===== src/rtl/gc_dram_refresh_ctrl.sv =====
// gc_dram_refresh_ctrl: host valid/ready port plus round-robin read/write-back refresh of a gain-cell DRAM array
module gc_dram_refresh_ctrl #(
  parameter int ROWS = 128,
  parameter int WIDTH = 64,
  parameter int REFRESH_INTERVAL = 16,
  parameter int MAX_DEFER = 8
) (
  input  logic                     clk,
  input  logic                     rst,
  input  logic                     host_req_valid,
  output logic                     host_req_ready,
  input  logic                     host_we,
  input  logic [$clog2(ROWS)-1:0]  host_addr,
  input  logic [WIDTH-1:0]         host_wdata,
  output logic                     host_rsp_valid,
  output logic [WIDTH-1:0]         host_rsp_data,
  output logic                     dram_re,
  output logic                     dram_we,
  output logic [$clog2(ROWS)-1:0]  dram_raddr,
  output logic [$clog2(ROWS)-1:0]  dram_waddr,
  output logic [WIDTH-1:0]         dram_wdata,
  input  logic [WIDTH-1:0]         dram_rd,
  output logic                     refresh_overrun
);
  localparam int AW = $clog2(ROWS);
  localparam int TW = $clog2(REFRESH_INTERVAL);
  localparam int DW = $clog2(MAX_DEFER + 1);
  localparam logic [1:0] IDLE = 2'd0, REF_RD = 2'd1, REF_WB = 2'd2;
  logic [1:0] state;
  logic [AW-1:0] ptr, ptr_nxt;
  logic [TW-1:0] tick_cnt;
  logic [DW-1:0] defer_cnt;
  logic [ROWS-1:0] written;
  logic ref_pending, rd_pend, wrap, accept, ref_done;
  assign wrap = tick_cnt == TW'(REFRESH_INTERVAL - 1);
  assign ptr_nxt = ptr == AW'(ROWS - 1) ? '0 : ptr + 1'b1;
  assign host_req_ready = state == IDLE && !(ref_pending && defer_cnt == DW'(MAX_DEFER));
  assign accept = host_req_valid && host_req_ready;
  // a row renewed by a host write is skipped instead of refreshed
  assign ref_done = (state == IDLE && !accept && ref_pending && written[ptr]) || state == REF_WB;
  always_ff @(posedge clk or posedge rst) begin
    if (rst) begin
      state <= IDLE;
      ptr <= '0;
      tick_cnt <= '0;
      defer_cnt <= '0;
      written <= '0;
      ref_pending <= 1'b0;
      refresh_overrun <= 1'b0;
      rd_pend <= 1'b0;
      host_rsp_valid <= 1'b0;
      host_rsp_data <= '0;
      dram_re <= 1'b0;
      dram_we <= 1'b0;
      dram_raddr <= '0;
      dram_waddr <= '0;
      dram_wdata <= '0;
    end else begin
      tick_cnt <= wrap ? '0 : tick_cnt + 1'b1;
      ref_pending <= wrap || (ref_pending && !ref_done);
      if (wrap && ref_pending && !ref_done) refresh_overrun <= 1'b1;
      dram_re <= 1'b0;
      dram_we <= 1'b0;
      rd_pend <= 1'b0;
      host_rsp_valid <= rd_pend;
      if (rd_pend) host_rsp_data <= dram_rd;
      if (ref_done) begin
        ptr <= ptr_nxt;
        defer_cnt <= '0;
        written[ptr] <= 1'b0;
      end
      if (state == IDLE) begin
        if (accept) begin
          if (ref_pending) defer_cnt <= defer_cnt + 1'b1;
          if (host_we) begin
            dram_we <= 1'b1;
            dram_waddr <= host_addr;
            dram_wdata <= host_wdata;
            written[host_addr] <= 1'b1;
          end else begin
            dram_re <= 1'b1;
            dram_raddr <= host_addr;
            rd_pend <= 1'b1;
          end
        end else if (ref_pending && !written[ptr]) begin
          state <= REF_RD;
          dram_re <= 1'b1;
          dram_raddr <= ptr;
        end
      end else if (state == REF_RD) begin
        state <= REF_WB;
        dram_we <= 1'b1;
        dram_waddr <= ptr;
        dram_wdata <= dram_rd;
      end else begin
        state <= IDLE;
      end
    end
  end
endmodule

===== config.mk =====
export PLATFORM = sky130hd
export DESIGN_NAME = gc_dram_refresh_ctrl
export DESIGN_NICKNAME = d
export VERILOG_FILES = /design/src/rtl/gc_dram_refresh_ctrl.sv
export SDC_FILE = /design/constraint.sdc
export NUM_CORES = 1
export LEC_CHECK = 0
export BUFFER_PORTS_ARGS = -buffer_cell sky130_fd_sc_hd__buf_2
export CAP_MARGIN = 20
export CORE_MARGIN = 2
export CORE_UTILIZATION = 55
export CTS_BUF_LIST = sky130_fd_sc_hd__clkbuf_4
export CTS_CLUSTER_SIZE = 25
export DETAILED_ROUTE_END_ITERATION = 8
export MAX_ROUTING_LAYER = met4
export PLACE_DENSITY = 0.8
export SYNTH_ARGS = -nofsm -noshare
export SYNTH_HDL_FRONTEND = slang
export SYNTH_SLANG_ARGS = --single-unit
export TNS_END_PERCENT = 50

===== constraint.sdc =====
create_clock -name clk -period 10.8 [get_ports clk]
set_input_delay 1.62 -clock clk [delete_from_list [all_inputs] [get_ports clk]]
set_output_delay 1.62 -clock clk [all_outputs]
set_load 0.02 [all_outputs]

==> key figures <==
Run status
  – Status: complete, no violations

Final layout
  – Non-Filler Instances: roughly 2100
  – Final Cell Area: 16700 sq um
  – Fin util: ~66%
  – Layout Nets: approximately 1800
  – Layout area overhead: 18.1%
  – Proportion of layout cells with a drive suffix above 1: 30.1%

Global routing
  – Initial antenna violation count: 8
  – Met3 Use GR: under 10%
  – Vias in the first global route: 12600
  – Met2 usage in global routing: 51.7%
  – Largest net degree at the start of global routing: 138
  – Met1 Track Usage GR: approximately two fifths
  – Total grt overflow: 0
  – Gr usage total: about 33%
  – First-pass GRT wire length: 67100 um
  – Most Crowded Layer GR: met2

Logic synthesis
  – Synth top area cells: dfrtp_1 52%, mux2i_1 7.1%, o21ai_0 6.4%
  – EDFF count, synth: 0
  – Mapped Nets: between 1500 and 2000
  – Yosys cell types: 58
  – Yosys top cell area share: between 50% and 60%
  – Mapped cell area: 14100 sq um
  – Synthesis-stage register bit count: 293
  – Most numerous cell in the Yosys netlist: dfrtp_1
  – Post-synth top flop: dfrtp_1
  – Yosys top cell by area: dfrtp_1
  – Avg Synthesized Cell Area: between 10 and 15 sq um
  – List of most frequent post-synthesis cells: 293 x dfrtp_1, 200 x nand2_1, 181 x o21ai_0
  – Yosys warns: 0
  – Post-synthesis async set-or-reset flop share: 100%
  – Sequential area share after synthesis: 51.8%
  – Cells after Synth: 1406

Critical path
  – CP Class: reg -> reg
  – Worst-path maximum fanout: 37
  – WP data required: approximately 11000 ps
  – Startpoint Class: flop
  – CP endpoint kind: flop
  – CP arrival: roughly 4600 ps

Route
  – Vias per std cell: 5.95
  – Residual DRC: 0
  – Via count: 12400
  – Iter 0 DRT Violations: 1472
  – Routed Antenna Nets: 0
  – DR pass1 iterations: 6
  – Final WL: between 40000 and 50000 um
  – Wire length per cell: 20.8 um

Run
  – Max Cap Viol: 0

Power and ir drop
  – Peak supply drop: 0.000209 V
  – Pwr Density: 268 nW/um^2
  – Static Leakage: between 8 and 9 nW
  – Overall power: 4.48 mW

Timing
  – Worst slew pin tran: 1130 ps
  – Final worst-path cycle share: 37.8%
  – Relative slew margins: 24.7%
  – Min Tclk post-route: 4080 ps
  – Pins over their slew limit: 0
  – Fmax: 0.245 GHz
  – Final hold vios: 0
  – TNS Setup: 0 ps
  – Setup WS post-layout: about 6700 ps
  – RSZ-0062 raised after global routing: false
  – Clock skew: ~56 ps
  – Final hold slack: roughly 480 ps
  – Final setup viols: 0

CTS
  – CTS buffer count: 77
  – Clk_lat worst skew: 730 ps
  – Clock root buffer: clkbuf_4
  – Post-CTS Hold Buffers: 0
  – CTS Buffer Depth: 3
  – Clk sinks: 293
  – Post-cts sizing count: 0
  – CTS tree: done
  – H-tree levels: 3
  – Clock-pin slew on the worst setup and hold paths: 60 ps
  – Post-CTS setup buffer count: 0

Floorplan
  – Core area: 25200 sq um
  – Row count: 58
  – Die area: between 20000 and 30000 sq um
  – Die Wd: 164 um
  – Starting density of the core: 56.2%
  – Top Ports: 286
  – Die height: ~160 um

Hold path
  – Hold WC Path Type: reg -> reg

Place
  – DP Worst Slack: approximately 6500 ps
  – Placed Cells incl. Taps: slightly below 2000
  – IO Port Bufs: around 290
  – Gp weighted congestion: ~1
  – Post-DP HPWL: 28700 um
  – Area post-placement: 15700 sq um
## final timing paths
| check | startpoint | end | slack (ps) | cells after the start |
|---|---|---|---|---|
| worst max-delay path | ptr[1]$_DFFE_PP0N_ | written[82]$_DFF_PP0_ | 6720 | 9 |
| worst min-delay path | dram_wdata[55]$_DFFE_PP0P_ | dram_wdata[55]$_DFFE_PP0P_ | 480 | 2 |
| worst max register to register | ptr[1]$_DFFE_PP0N_ | written[82]$_DFF_PP0_ | 6720 | 9 |
| worst min register to register | dram_wdata[55]$_DFFE_PP0P_ | dram_wdata[55]$_DFFE_PP0P_ | 480 | 2 |
| max in group asynchronous | rst | dram_wdata[0]$_DFFE_PP0P_ | 8270 | 4 |
| min in group asynchronous | rst | host_rsp_data[54]$_DFFE_PP0P_ | 1080 | 2 |
## routing by layer
layer  wire (um)  vias up
met5           0        -
met4        1760        0
met3        4280      149
met2       20800      660
met1       16600     6050
li1            -     5531
## area by class of cell
cell class	instances	area [sq um]
antenna	7	17.5
multi-input combinational	968	6200
sequential	293	7330
timing repair buffer	297	1570
clock buffer	114	856
tap	330	413
clock inverter	15	82.6
fill	1964	8480
inverter	58	225
## kinds of logic (layout without fill, tap and decap cells)
group	after synthesis	in the layout	share of synthesized area, %
compound gates	390	390	16.9
simple gates	386	386	12.0
xor+xnor	4	4	0.248
flops	293	293	51.8
fa+ha+maj	4	4	0.354
other cells	0	7	0
buf+inv	145	484	4.46
mux	184	184	14.2
## report_power, final
| part | internal, mW | switching [mW] | leakage (nW) |
|---|---|---|---|
| sequential | 1.39 | 0.178 | 3.21 |
| combinational | 0.715 | 1.24 | 4.38 |
| clock | 0.483 | 0.472 | 0.552 |
## worst max-delay path, cell delays in order (launching register included)
cell	delay (ps)
dfrtp_1	320
buf_4	380
nor2b_1	750
a221oi_1	170
nor2_1	140
o221ai_1	150
a311o_1	470
nand4b_4	210
nand4_1	870
a21o_1	450
## cell usage in the layout, fill, tap and decap left out, types with 13 or more instances in the layout
master	count
nor2_1	89
a22oi_1	18
dfrtp_1	291
nor2b_1	19
nand2_1	200
mux2i_1	101
clkbuf_4	114
nand3_1	27
mux2_2	72
inv_1	57
a21o_1	64
o21ai_0	181
a21oi_1	62
buf_2	285
o22a_1	13
## flip-flops by register name, indices dropped and copies added, names as in the netlist, 4 cells and up
register / cells
defer_cnt: 4
written: 128
ptr: 7
dram_waddr: 7
tick_cnt: 4
dram_wdata: 64
dram_raddr: 7
host_rsp_data: 64
Power figures use the tool's default switching activity.
